**config.mk**
```make
export PLATFORM = sky130hd
export DESIGN_NAME = mem_port_arbiter
export DESIGN_NICKNAME = d
export VERILOG_FILES = /design/src/rtl/mem_port_arbiter.sv
export SDC_FILE = /design/constraint.sdc
export NUM_CORES = 1
export LEC_CHECK = 0
export CAP_MARGIN = 20
export CORE_UTILIZATION = 30
export DETAILED_ROUTE_END_ITERATION = 8
export PLACE_DENSITY = 0.77
export SYNTH_ARGS = -nofsm -noshare
export SYNTH_HDL_FRONTEND = slang
export SYNTH_SLANG_ARGS = --single-unit
```
**constraint.sdc**
```tcl
create_clock -name clk -period 1.7 [get_ports clk]
set_clock_uncertainty 0.05 [all_clocks]
set_input_delay 0.425 -clock clk [delete_from_list [all_inputs] [get_ports clk]]
set_output_delay 0.425 -clock clk [all_outputs]
set_load 0.01 [all_outputs]
```
**src/rtl/mem_port_arbiter.sv**
```systemverilog
// Two-requester round-robin arbiter for the core's single synchronous memory port.
// One transaction in flight; reads return after READ_LATENCY cycles with a one-cycle rvalid pulse.
module mem_port_arbiter #(
  parameter int unsigned ADDR_W       = 32,
  parameter int unsigned DATA_W       = 32,
  parameter int unsigned READ_LATENCY = 1
) (
  input  logic              clk,
  input  logic              resetn,
  input  logic              req0_valid,
  input  logic [ADDR_W-1:0] req0_addr,
  input  logic [DATA_W-1:0] req0_wdata,
  input  logic              req0_we,
  output logic              req0_ready,
  output logic              req0_rvalid,
  output logic [DATA_W-1:0] req0_rdata,
  input  logic              req1_valid,
  input  logic [ADDR_W-1:0] req1_addr,
  input  logic [DATA_W-1:0] req1_wdata,
  input  logic              req1_we,
  output logic              req1_ready,
  output logic              req1_rvalid,
  output logic [DATA_W-1:0] req1_rdata,
  output logic [ADDR_W-1:0] mem_address,
  output logic [DATA_W-1:0] mem_data_out,
  output logic              mem_we,
  input  logic [DATA_W-1:0] mem_data_in,
  output logic              busy,
  output logic              grant_id
);

  typedef enum logic [1:0] {IDLE, ISSUE, WAIT, RESP} state_t;

  localparam logic [2:0] LAT = 3'(READ_LATENCY);

  state_t     state_q, state_d;
  logic [2:0] cnt_q;
  logic       last_grant;
  logic       win;
  logic       accept;

  // On a tie the requester that did not win last time goes first.
  always_comb begin
    win = 1'b0;
    if (req0_valid && req1_valid) win = ~last_grant;
    else if (req1_valid)          win = 1'b1;
  end

  assign req0_ready = (state_q == IDLE) && req0_valid && !win;
  assign req1_ready = (state_q == IDLE) && req1_valid &&  win;
  assign accept     = req0_ready || req1_ready;
  assign busy       = (state_q != IDLE);

  always_comb begin
    state_d = state_q;
    case (state_q)
      IDLE:  if (accept) state_d = ISSUE;
      ISSUE: state_d = mem_we ? IDLE : WAIT;
      WAIT:  if (cnt_q == 3'd1) state_d = RESP;
      RESP:  state_d = IDLE;
      default: state_d = IDLE;
    endcase
  end

  always_ff @(posedge clk) begin
    if (!resetn) state_q <= IDLE;
    else         state_q <= state_d;
  end

  always_ff @(posedge clk) begin
    if (!resetn) begin
      mem_address  <= '0;
      mem_data_out <= '0;
      mem_we       <= 1'b0;
      req0_rvalid  <= 1'b0;
      req1_rvalid  <= 1'b0;
      req0_rdata   <= '0;
      req1_rdata   <= '0;
      grant_id     <= 1'b0;
      last_grant   <= 1'b1;
      cnt_q        <= '0;
    end else begin
      req0_rvalid <= 1'b0;
      req1_rvalid <= 1'b0;
      case (state_q)
        IDLE: begin
          if (accept) begin
            mem_address  <= win ? req1_addr  : req0_addr;
            mem_data_out <= win ? req1_wdata : req0_wdata;
            mem_we       <= win ? req1_we    : req0_we;
            grant_id     <= win;
            last_grant   <= win;
          end
        end
        ISSUE: begin
          mem_we <= 1'b0;
          cnt_q  <= LAT;
        end
        WAIT: begin
          cnt_q <= cnt_q - 3'd1;
          // Capture on the last WAIT edge so rvalid and rdata appear together in RESP.
          if (cnt_q == 3'd1) begin
            if (grant_id) begin
              req1_rdata  <= mem_data_in;
              req1_rvalid <= 1'b1;
            end else begin
              req0_rdata  <= mem_data_in;
              req0_rvalid <= 1'b1;
            end
          end
        end
        default: ;
      endcase
    end
  end

endmodule
```
=== Yosys cells after proc, flatten, opt, wreduce, memory -nomap -nowiden ===
Index checks and enable logic that the tools add are counted.

* Bits in registers: 138
* Bits of input ports: 166
* Output and inout bits: 135
* Logic and storage cells: 51

* Add/subtract/negate cells: 1
* Eq/ne operators: 6
* Multiplexer cells: 14
* Bitwise logic cells: 2
* Reduce and logical (&&, ||, !) cells: 17

{| class="wikitable"
|+ Operator list
! operator !! number
|-
| $mux W32 || 2
|-
| $reduce_and A3 Y1 || 3
|-
| $pmux W2 S4 || 1
|-
| $mux W1 || 6
|-
| $mux W2 || 3
|-
| $pmux W3 S2 || 1
|-
| $reduce_and A2 Y1 || 3
|-
| $reduce_bool A2 Y1 || 3
|-
| $logic_and A1 B1 Y1 || 5
|-
| $eq A2 B2 Y1 const B || 2
|-
| $ne A2 B2 Y1 const B || 2
|-
| $eq A3 B1 Y1 const B || 1
|-
| $sub A3 B1 Y3 const B || 1
|-
| $eq A2 B1 Y1 const B || 1
|-
| $logic_not A2 Y1 || 1
|-
| $not A1 Y1 || 2
|-
| $pmux W1 S2 || 1
|-
| $logic_not A1 Y1 || 1
|-
| $logic_or A1 B1 Y1 || 1
|}

=== Longest topological paths before layout ===
* Word-level depth: 7
* Mapped depth: 8
* Gate-level depth less buffers: 5

=== Worst setup path before layout ===
No wires, ideal clock.

* Path kind: register to register
* Start point: register state_q[0]
* End point: register req0_rdata[0]
* Library setup time: 0.070 ns
* Arrival time: 1.445 ns
* Data required time: 1.580 ns
* Setup slack: 0.135 ns
* Cell stages (with the launch flop): 9
* Buffers on the path: 3
* Period minus slack after synthesis: 1.565 ns
* Cell sequence: dfxtp_1 inv_1 ha_1 buf_2 and4bb_2 clkbuf_1 buf_2 nand2_1 a21oi_1

* Cells in the longest elaborated chain, start to end: 2

{| class="wikitable"
|+ RTL lines
! item !! RTL line !! text
|-
| start: declaration || 36 || <nowiki>state_t state_q, state_d;</nowiki>
|-
| start signal: assignment || 67 || <nowiki>else state_q <= state_d;</nowiki>
|-
| $eq A2 B2 Y1 || 85 || <nowiki>case (state_q)</nowiki>
|-
| $reduce_and A3 Y1 (no line) || n/a ||
|-
| end signal: assignment || 107 || <nowiki>req0_rdata <= mem_data_in;</nowiki>
|-
| end: declaration || 16 || <nowiki>output logic [DATA_W-1:0] req0_rdata,</nowiki>
|}

No other way between the ends.
A chain may end at the register's enable or synchronous reset.

==> summary by stage <==
Clock network
TritonCTS created 17 clock buffers. The post-cts hold buffer count is 0. Counting every sink on the clock net gives 138. The cell chosen for the clock root is sky130_fd_sc_hd__clkbuf_16. TritonCTS built the clock tree. The H-tree was split into 4 levels. The latest clock arrival within the worst-skew pair is 0.41 ns. The buffer depth of the longest clock path is 2. After clock tree synthesis, the clock-pin slew on the worst setup and hold paths is 0.06 ns.

Min path
The worst hold path passes through 3 cells. The worst hold path belongs to the class in2reg. The startpoint of the most critical hold path is resetn. The worst hold path terminates at mem_we$_SDFFE_PN0P_.

Worst setup path
The start-to-end type of the worst setup path is reg2out. The worst register-to-register path ends at mem_we$_SDFFE_PN0P_. The endpoint class of the critical path is an output port. The critical-path maximum fanout is 4. The required time of the critical path is 1.22 ns. For flop-to-flop paths, the worst setup slack is 0.02 ns. The count of cells along the worst register-to-register path is 9. The worst setup path is launched from a flop.

For the worst setup path, the data arrival time is 1.33 ns.

Synth
The gate count of the mapped netlist is 626. The synthesized area per cell is 8.714 sq um. After synthesis, the largest family of logic cells by area is compound AO/OA/AOI/OAI gates.

The post-synthesis sequential element count is 138. The top flip-flop cell by instance count after synthesis is sky130_fd_sc_hd__dfxtp_1. The synthesized netlist occupies a cell area of 5455 sq um. The count of cell types in the netlist is 33. Counting every net in the synthesized netlist gives 798. The most common cell in the synthesized netlist is sky130_fd_sc_hd__dfxtp_1. For this run, the register share of the synthesized area comes to 50.64%. The count of warnings emitted by yosys is 0.

By area the synthesized netlist is led by sky130_fd_sc_hd__dfxtp_1 51%, sky130_fd_sc_hd__mux2i_1 12%, sky130_fd_sc_hd__a21oi_1 12%, sky130_fd_sc_hd__nand2_1 9.2%, sky130_fd_sc_hd__o21ai_0 6.1%. In the synthesized netlist, the cells that appear most often are 138 x sky130_fd_sc_hd__dfxtp_1, 134 x sky130_fd_sc_hd__nand2_1, 130 x sky130_fd_sc_hd__a21oi_1. The basic-gate share of the synthesized area counting and, or, nand and nor cells is 11.19%. The library cell with the largest summed area after synthesis is sky130_fd_sc_hd__dfxtp_1. Yosys mapped a number of flops with a built-in enable equal to 0. The synthesized netlist devotes 19.50% of its cell area to compound gates. The synthesized netlist devotes 1.376% of its cell area to adder and majority cells. The fraction of registers with async set or reset after synthesis is 0%. The top cell type's share of synthesized area is 50.64%. The xor-xnor portion of the synthesized cell area is 0%.

The post-synthesis mux area share is 12.11%.

Timing
The post-layout minimum cycle time is 1.808 ns. The worst pin sits at a relative slew slack of 78.82%. The final-layout worst hold slack is 0.3392 ns. Setup repair after global routing could not meet its margin everywhere.

The final setup TNS is -0.1720 ns. At the pin with the least slew margin, the transition time is 0.3178 ns. The count of final hold-check violations came to 0. The number of failing setup endpoints in the final timing report is 3. The maximum clock rate is 553.2 MHz. The number of pins exceeding their max-slew limit in the final report was 0. Dividing the final minimum period by the clock period gives 106.3%. Across all setup checks in the final design, the least slack found is -0.1077 ns.

Global route
The maximum number of pins on one net before global-route repair is 67. The number of antenna violations at the first check in global routing is 2. The wire length of the first global-routing pass is 27.43 mm.

The via count of the first global-routing pass is 5359. The overall routing resource usage is 19.08%. The overflow left after global routing is 0.

Run
The number of max-capacitance violations reported is 0.

Detailed routing
The count of nets left with antenna violations after detail routing is 0. The number of vias in the routed layout is 5631. The number of violations reported at the end of detailed-routing iteration 0 is 175. In the routed design, unresolved DRC markers number 0. For this run, the detailed router's first-pass iteration total came to 4.

The routed design has 19.56 mm of wire. Dividing the detail-routed wire length by the instance count gives 16.57 um. In the routed layout, each cell is associated on average with a via count of 4.772.

Power
The worst-case IR drop observed on VDD is 0.6647 mV. The static leakage power is 0.004139 uW. The power per unit of standard cell area is 1013 nW/um^2. The total power is 9765 uW.

Final layout
The layout has 1610 filler cells. Of the cells placed in the final design, the portion with a size suffix greater than 1 is 12.37%. In the final layout, the multi-input gates occupy 2570 sq um. At the end of the flow, the number of nets in the layout was 1113. The finished layout holds 1180 standard cells, fillers aside. The design area is 9638 sq um. The relative area change from synthesis to final layout is 76.67%. The area taken by flip-flops and latches is 2766 sq um.

Placement
The last weighted congestion value of the routability-driven placer is 0.8409. The wire-length estimate of the detail-placed layout is 13.08 mm. The number of placed instances with taps included is 1130. Summing all placed instances gives a cell area of 8805 sq um.

The number of port buffers is 300.

Die
The initial utilization of the core area, before any placement, comes to 31.11%. In this run the vertical extent of the chip is 136.9 um. The die width is 136.9 um. In this run the count of I/O pins placed on the die edge is 301. In this run the core area contains 48 standard-cell rows.

The core region area is 17540 sq um. The total die area is 18730 sq um.

Status
The checks that failed: setup timing. The flow ran to the end, but the final reports show violations.
-- logic make-up after synthesis --
logic type / after synthesis
AOI/OAI and AO/OA: 207
and+or+nand+nor: 149
DFF: 138
muxes: 66
buffers and inverters: 60
adders and majority gates: 6
-- sequential cells by signal (all words and copies together) (netlist names), 3 cells and up, named ones only --
signal,flops
cnt_q,3
mem_address,32
req0_rdata,32
req1_rdata,32
mem_data_out,32
-- cells in the final DEF (no fill, tap or decap), drive strengths merged, types with 3 or more instances in the layout --
cell type,count
ha,6
inv,9
clkinv,5
buf,45
a21oi,130
mux2i,66
clkdlybuf4s50,162
nand2,134
nor2,3
dlygate4sd2,133
o21a,3
o21ai,67
dfxtp,138
clkbuf,28
-- power breakdown --
group | leakage [uW] | switching (uW) | internal [uW] | total [uW]
registers | 0.00113 | 165 | 3540 | 3710
logic | 0.00271 | 1060 | 1230 | 2290
clock network | 0.000294 | 1440 | 2330 | 3770
total | 0.00414 | 2670 | 7100 | 9760
-- per-layer routing --
| metal | GRT usage [%] | routed length (um) | vias up |
|---|---|---|---|
| met5 | 0 | 0 | - |
| met4 | 9.219 | 488 | 0 |
| met3 | 7.185 | 1802 | 29 |
| met2 | 32.46 | 9449 | 235 |
| met1 | 20.85 | 7816 | 2581 |
| li1 | - | - | 2786 |
-- worst max-delay path: stages, from the launching register on --
cell and delay (ns):
sky130_fd_sc_hd__dfxtp_2 0.34, sky130_fd_sc_hd__inv_2 0.05, sky130_fd_sc_hd__ha_4 0.17, sky130_fd_sc_hd__buf_6 0.11, sky130_fd_sc_hd__and2_4 0.15, sky130_fd_sc_hd__buf_6 0.11
-- final cells by class --
type	count	area share, %
Timing Repair Buffer	346	35.14
Sequential cell	138	28.70
Multi-Input combinational cell	430	26.66
Clock buffer	23	5.063
Tap cell	225	2.921
Clock inverter	9	1.168
Inverter	8	0.3116
Antenna cell	1	0.02596
-- how the worst max path moves through the flow --
| stage | start | to | cells past startpoint |
|---|---|---|---|
| 3_5_place_dp | req0_valid | req1_ready | 4 |
| 5_1_grt | state_q[0]$_SDFFE_PN0P_ | req0_ready | 5 |
| 3_3_place_gp | req0_valid | req1_ready | 4 |
| 4_1_cts | flop | req1_ready | 5 |
| 6_report | flop | req1_ready | 5 |
| 2_1_floorplan | state_q[0]$_SDFFE_PN0P_ | req0_rdata[0]$_SDFFE_PN0P_ | 8 |
-- through the flow --
step	utilization [%]	worst slack, ns
floorplan	-	0.1346
global placement	50.21	-0.6349
detailed placement	50.21	-0.6671
CTS	52.86	-0.1441
global route	54.96	-0.1553
finish	54.96	-0.1077
-- timing repair --
item                       in CTS  in global routing
gates cloned                    0                  9
buffers inserted                2                  6
resized for setup             158                 71
setup endpoints to repair     219                 65
pin swaps                       2                  2
Power figures use the tool's default switching activity.
